**config.mk**
```make
export PLATFORM = sky130hd
export DESIGN_NAME = seg7_scan_driver_flat
export DESIGN_NICKNAME = d
export VERILOG_FILES = /design/src/rtl/seg7_scan_driver_if.sv /design/src/rtl/seg7_scan_driver.sv /design/src/flat_wrapper.sv
export SDC_FILE = /design/constraint.sdc
export NUM_CORES = 1
export LEC_CHECK = 0
export ABC_AREA = 1
export CORE_UTILIZATION = 50
export DETAILED_ROUTE_END_ITERATION = 10
export PLACE_DENSITY = 0.74
export RECOVER_POWER = 100
export SYNTH_ARGS = -nofsm -noshare
export SYNTH_HDL_FRONTEND = slang
export SYNTH_SLANG_ARGS = --single-unit
```
**constraint.sdc**
```tcl
create_clock -name clk -period 2.2 [get_ports clk]
set_input_delay 0.44 -clock clk [delete_from_list [all_inputs] [get_ports clk]]
set_output_delay 0.44 -clock clk [all_outputs]
set_load 0.01 [all_outputs]
```
**src/rtl/seg7_scan_driver_if.sv**
```systemverilog
// Display-driver bus: phase/load/value inputs toward the scan driver,
// anode/segment/status outputs back from it.
interface seg7_scan_driver_if;
   logic [3:0]  phase;
   logic        load;
   logic [15:0] din;
   logic [3:0]  dp_in;
   logic [3:0]  an;
   logic [6:0]  seg;
   logic        dp;
   logic        frame_start;
   logic        err;

   modport master (
      output phase, load, din, dp_in,
      input  an, seg, dp, frame_start, err
   );

   modport slave (
      input  phase, load, din, dp_in,
      output an, seg, dp, frame_start, err
   );
endinterface

```
**src/rtl/seg7_scan_driver.sv**
```systemverilog
// 4-digit multiplexed seven-segment driver fed by a one-hot ring-counter
// phase. Adds dead-time blanking between digits, frame-synchronous double
// buffering of the displayed value, leading-zero blanking and a sticky
// illegal-phase flag. Outputs are fully registered (two-stage pipe).
module seg7_scan_driver #(
   parameter int BLANK_CYC  = 4,
   parameter bit ACTIVE_LOW = 1'b1,
   parameter bit LZB        = 1'b1
) (
   input logic               clk,
   input logic               rst,
   seg7_scan_driver_if.slave bus
);

   localparam int CW = (BLANK_CYC > 0) ? $clog2(BLANK_CYC + 1) : 1;

   logic [3:0]    r_phase_q;
   logic [CW-1:0] r_blank;
   logic [15:0]   r_act_val, r_pend_val;
   logic [3:0]    r_act_dp, r_pend_dp;
   logic          r_pend_valid;
   logic          r_frame_start;
   logic          r_err;
   logic [3:0]    r_an;
   logic [6:0]    r_seg;
   logic          r_dp;

   logic          w_change, w_illegal, w_fs;
   logic [1:0]    w_idx;
   logic [3:0]    w_nib;
   logic          w_z3, w_z2, w_z1, w_lz_blank, w_en;
   logic [3:0]    w_an;
   logic [6:0]    w_seg;
   logic          w_dp;

   // Hex nibble to active-high {g,f,e,d,c,b,a}
   function automatic logic [6:0] f_decode(input logic [3:0] n);
      case (n)
         4'h0: f_decode = 7'h3F;  4'h1: f_decode = 7'h06;
         4'h2: f_decode = 7'h5B;  4'h3: f_decode = 7'h4F;
         4'h4: f_decode = 7'h66;  4'h5: f_decode = 7'h6D;
         4'h6: f_decode = 7'h7D;  4'h7: f_decode = 7'h07;
         4'h8: f_decode = 7'h7F;  4'h9: f_decode = 7'h6F;
         4'hA: f_decode = 7'h77;  4'hB: f_decode = 7'h7C;
         4'hC: f_decode = 7'h39;  4'hD: f_decode = 7'h5E;
         4'hE: f_decode = 7'h79;  default: f_decode = 7'h71;
      endcase
   endfunction

   assign w_change  = (bus.phase != r_phase_q);
   assign w_illegal = !$onehot(bus.phase);
   // A frame begins on the edge that brings the ring back to digit 0
   assign w_fs      = (bus.phase == 4'b0001) && (r_phase_q != 4'b0001);

   // Stage 1: phase capture, dead-time counter, frame pulse and error flag
   always_ff @(posedge clk) begin
      if (rst) begin
         r_phase_q     <= 4'b0001;
         r_blank       <= '0;
         r_frame_start <= 1'b0;
         r_err         <= 1'b0;
      end else begin
         r_phase_q     <= bus.phase;
         r_frame_start <= w_fs;
         r_err         <= r_err | w_illegal;
         if (w_change && !w_illegal)
            r_blank <= CW'(BLANK_CYC);
         else if (r_blank != '0)
            r_blank <= r_blank - CW'(1);
      end
   end

   // Double buffer: loads park in pending and only reach the active copy at
   // a frame boundary; a load landing on that boundary goes straight through
   always_ff @(posedge clk) begin
      if (rst) begin
         r_act_val    <= '0;
         r_act_dp     <= '0;
         r_pend_val   <= '0;
         r_pend_dp    <= '0;
         r_pend_valid <= 1'b0;
      end else if (w_fs) begin
         r_pend_valid <= 1'b0;
         if (bus.load) begin
            r_act_val <= bus.din;
            r_act_dp  <= bus.dp_in;
         end else if (r_pend_valid) begin
            r_act_val <= r_pend_val;
            r_act_dp  <= r_pend_dp;
         end
      end else if (bus.load) begin
         r_pend_val   <= bus.din;
         r_pend_dp    <= bus.dp_in;
         r_pend_valid <= 1'b1;
      end
   end

   // Digit select, leading-zero blanking and decode from stage-1 state
   always_comb begin
      w_idx = 2'd0;
      case (r_phase_q)
         4'b0010: w_idx = 2'd1;
         4'b0100: w_idx = 2'd2;
         4'b1000: w_idx = 2'd3;
         default: w_idx = 2'd0;
      endcase
      w_nib = r_act_val[{w_idx, 2'b00} +: 4];
      w_z3  = (r_act_val[15:12] == 4'h0);
      w_z2  = (r_act_val[11:8]  == 4'h0);
      w_z1  = (r_act_val[7:4]   == 4'h0);
      w_lz_blank = LZB && (((w_idx == 2'd3) && w_z3) ||
                           ((w_idx == 2'd2) && w_z3 && w_z2) ||
                           ((w_idx == 2'd1) && w_z3 && w_z2 && w_z1));
      // Illegal phase_q or dead time keeps every anode off
      w_en  = (r_blank == '0) && $onehot(r_phase_q);
      w_an  = w_en ? r_phase_q : 4'b0000;
      w_seg = w_lz_blank ? 7'h00 : f_decode(w_nib);
      w_dp  = r_act_dp[w_idx];
   end

   // Stage 2: output register with polarity applied
   always_ff @(posedge clk) begin
      if (rst) begin
         r_an  <= {4{ACTIVE_LOW}};
         r_seg <= {7{ACTIVE_LOW}};
         r_dp  <= ACTIVE_LOW;
      end else begin
         r_an  <= ACTIVE_LOW ? ~w_an  : w_an;
         r_seg <= ACTIVE_LOW ? ~w_seg : w_seg;
         r_dp  <= ACTIVE_LOW ? ~w_dp  : w_dp;
      end
   end

   assign bus.an          = r_an;
   assign bus.seg         = r_seg;
   assign bus.dp          = r_dp;
   assign bus.frame_start = r_frame_start;
   assign bus.err         = r_err;

endmodule

```
**src/flat_wrapper.sv**
```systemverilog
// flat-port wrapper written by rule: the top's interface ports become plain ports
module seg7_scan_driver_flat 
#(
   parameter int BLANK_CYC  = 4,
   parameter bit ACTIVE_LOW = 1'b1,
   parameter bit LZB        = 1'b1
)
  (clk, rst, bus_phase, bus_load, bus_din, bus_dp_in, bus_an, bus_seg, bus_dp, bus_frame_start, bus_err);
  seg7_scan_driver_if bus_i ();
  input logic clk;
  input logic rst;
  input wire logic [$bits(bus_i.phase)-1:0] bus_phase;
  input wire logic [$bits(bus_i.load)-1:0] bus_load;
  input wire logic [$bits(bus_i.din)-1:0] bus_din;
  input wire logic [$bits(bus_i.dp_in)-1:0] bus_dp_in;
  output wire logic [$bits(bus_i.an)-1:0] bus_an;
  output wire logic [$bits(bus_i.seg)-1:0] bus_seg;
  output wire logic [$bits(bus_i.dp)-1:0] bus_dp;
  output wire logic [$bits(bus_i.frame_start)-1:0] bus_frame_start;
  output wire logic [$bits(bus_i.err)-1:0] bus_err;
  assign bus_i.phase = bus_phase;
  assign bus_i.load = bus_load;
  assign bus_i.din = bus_din;
  assign bus_i.dp_in = bus_dp_in;
  assign bus_an = bus_i.an;
  assign bus_seg = bus_i.seg;
  assign bus_dp = bus_i.dp;
  assign bus_frame_start = bus_i.frame_start;
  assign bus_err = bus_i.err;
  seg7_scan_driver #(.BLANK_CYC(BLANK_CYC), .ACTIVE_LOW(ACTIVE_LOW), .LZB(LZB)) u_core (.clk(clk), .rst(rst), .bus(bus_i));
endmodule
```
==> results by group <==
Status
  – Outcome: finished clean

Yosys
  – Syn Inst Count: between 400 and 500
  – Warnings from Yosys: 0
  – Largest family of logic cells by synthesized area: simple AND/OR/NAND/NOR gates
  – Synth Area in Compound Gates: 18.6%
  – Mux cell area share after synthesis: 0%
  – Number of distinct library cells after synthesis: 30
  – Post-synth EDFFs: 0
  – Synth Area in Simple Gates: 19.3%
  – Ys flop type: dfxtp_1
  – Adder-Cell Fraction of Synth Area: between 10 and 15%
  – #FFs+latches synth: 62
  – Synthesized cell area: 3160 µm²
  – Post-synth ARST share: 0%
  – Avg Inst Size Synth: 7.40 µm²
  – Post-Synth XOR/XNOR Area: under 10%
  – Seq/Total Area, Yosys: 39.3%
  – Post-Syn Nets: 479

Worst setup path
  – CP Launch Type: input port
  – CP Class: input port to register
  – Arr. time, crit path: 2.38 ns
  – CP Max Fanout: 2
  – Worst R2R Start: u_core.r_phase_q[1]
  – Worst Setup SP: bus_phase[2]
  – Critical path required time: 2.43 ns
  – Endpoint class of the critical path: register

Routing
  – Routed WL: ~6200 µm
  – Vias: 2,769
  – DRT antenna net count: 0
  – Max Used Layer: met4
  – DR WL/cell: roughly 11 µm
  – Met2 WL: 2980 µm
  – # DRC: 0
  – Wire length on met1: 2930 µm
  – DR pass1 iterations: 4
  – Vias/cell: 4.95
  – Met3 wire length: 236 µm
  – First-iteration detailed-routing DRC count: between 60 and 70

Timing
  – Final hold vios: 0
  – Clk_skew: 0.00912 ns
  – Achievable Freq: 0.466 GHz
  – Period utilization: 97.6%
  – Slew @ Worst Pin: about 0.64 ns
  – Period minus WS final: approximately 2.1 ns
  – Slew Limit Fails: 0
  – Relative slew slack: 56.9%
  – Setup violations, final: 0

Clock tree
  – Maximum clock insertion buffer count: 2
  – H-tree depth: 3
  – Clock buffer count from CTS: 9
  – Clk slew on worst S/H paths: about 0.07 ns
  – Worst skew pair latency: 0.35 ns
  – Hold-fix buffers, CTS: 0
  – CTS Root Cell: clkbuf_8
  – Clk sinks: between 60 and 70
  – CTS tree: done

Floorplan
  – Die Ht: 81.5 µm
  – Die Wd: 81.5 µm
  – Io pins: 41
  – DIE AREA: 6640 µm²
  – Starting utilization of the core area: 52.5%
  – Num rows: 28
  – Core ar.: 6030 µm²

Hold path
  – Worst Hold Launch: u_core.r_act_dp[1]
  – Worst hold path type: register to register

Cells and area
  – Synthesis-to-finish area growth: 25.9%
  – Layout Nets: 531
  – Antenna cell count: 0
  – Post-layout instance area: 3980 µm²
  – Layout cell share with drive strength beyond 1: 11.6%
  – Final cell count without fillers: approximately 560

Run
  – Max_cap viols: 0

Place
  – Routability cong.: 0.896
  – Dpl cells: 543
  – HPWL Detailed: 4600 µm
  – Count of input and output buffers: 40
  – Placed inst area: 3750 µm²

Power and ir drop
  – Power Density: 727 nW/µm²
  – Leak: roughly 1.8 nW
  – Maximum vdd drop: 0.000537 V

Global route
  – Grt total ovfl: 0
  – Global-route wire length before repair: 10,800 µm
  – Total track usage: a little over a fifth
  – Vias in the first global route: 2,543
  – Initial antenna violation count: 0
  – Largest net degree at the start of global routing: 41
## cell families after synthesis
family,after synthesis
adder cells (fa/ha/maj),25
XOR/XNOR,5
buffers and inverters,89
AND/OR/NAND/NOR,131
AO/OA/AOI/OAI,115
flip-flops,62
## placed cells by master (no fill, tap or decap), drive strengths merged
| master | instances |
|---|---|
| dfxtp | 62 |
| a21oi | 44 |
| bufinv | 2 |
| buf | 18 |
| clkdlybuf4s50 | 24 |
| a31o | 1 |
| or2 | 1 |
| xnor2 | 2 |
| o2111ai | 1 |
| xor2 | 3 |
| o21ai | 69 |
| ha | 23 |
| clkbuf | 13 |
| fa | 2 |
| inv | 69 |
| nand4 | 3 |
| dlygate4sd3 | 16 |
| nor4 | 1 |
| nor2 | 20 |
| clkinv | 3 |
| nand2 | 77 |
| clkinvlp | 1 |
| nand3 | 29 |
## Yosys cell counts, types with 4 or more instances
library cell | number | area share, %
nor2_1 | 17 | 2.0
clkbuf_1 | 15 | 1.8
inv_1 | 67 | 8.0
nand2_1 | 70 | 8.3
nand3_1 | 28 | 4.4
ha_1 | 23 | 9.1
dfxtp_1 | 62 | 39
o21ai_1 | 11 | 1.7
o21ai_0 | 57 | 9.0
nand2_4 | 4 | 1.4
a21oi_1 | 44 | 7.0
## final timing paths
path,slack [ns],cells after the start,endpoint
worst max-delay path,0.05,10,u_core.r_blank[1]
worst min-delay path,0.45,2,u_core.r_act_dp[1]
worst max register to register,0.20,13,u_core.bus.seg[0]
worst min register to register,0.45,2,u_core.r_act_dp[1]
## layout make-up
cell class                 instances  area, µm²
fill                             540       2050
multi-input combinational        276       1610
sequential                        62       1240
timing repair buffer              61        563
inverter                          69        262
clock buffer                      10        128
tap                               75       93.8
clock inverter                     6       86.3
## what timing repair did
| action | 4_1_cts | 5_1_grt |
|---|---|---|
| setup endpoints to repair | 0 | 4 |
| setup buffers | 0 | 0 |
| resized for setup | 0 | 6 |
## sequential cells by signal (all words and copies together), names as in the netlist
name and flops:
u_core.r_act_val 16, u_core.r_pend_valid 1, u_core.bus.dp 1, u_core.r_blank 3, u_core.bus.err 1, u_core.r_pend_dp 4
u_core.bus.an 4, u_core.r_act_dp 4, u_core.r_pend_val 16, u_core.bus.frame_start 1, u_core.r_phase_q 4, u_core.bus.seg 7
## worst max-delay path, cell delays in order
cell	delay [ns]
clkdlybuf4s50_1	0.48
inv_1	0.08
ha_4	0.26
ha_1	0.13
inv_1	0.06
fa_1	0.53
nand3_2	0.10
a31o_4	0.22
nand2_2	0.06
nor2_1	0.03
## where the power goes
group / switching, mW / internal (mW)
Combinational: 0.308 / 0.256
Clock: 0.450 / 0.636
Sequential: 0.0320 / 1.21
## per-stage QoR
stage               setup slack (ns)  total power [mW]  util, %  hold WS [ns]  setup TNS [ns]
floorplan                      0.208              1.63        -         0.423               0
detailed placement            -0.353              1.84     62.2         0.437           -1.32
CTS                           0.0290              2.92     65.7         0.448               0
global placement              -0.264              1.81     62.2         0.432          -0.930
global route                 -0.0175              3.06     66.0         0.468         -0.0251
finish                        0.0530              2.89     66.0         0.447               0
## routing by layer
layer,vias to the layer above,global-route usage (%)
met5,-,0
met4,0,9.11
met3,9,5.89
met2,56,35.8
met1,1233,25.7
li1,1471,-
No activity file was read; power rests on OpenSTA's default activity.
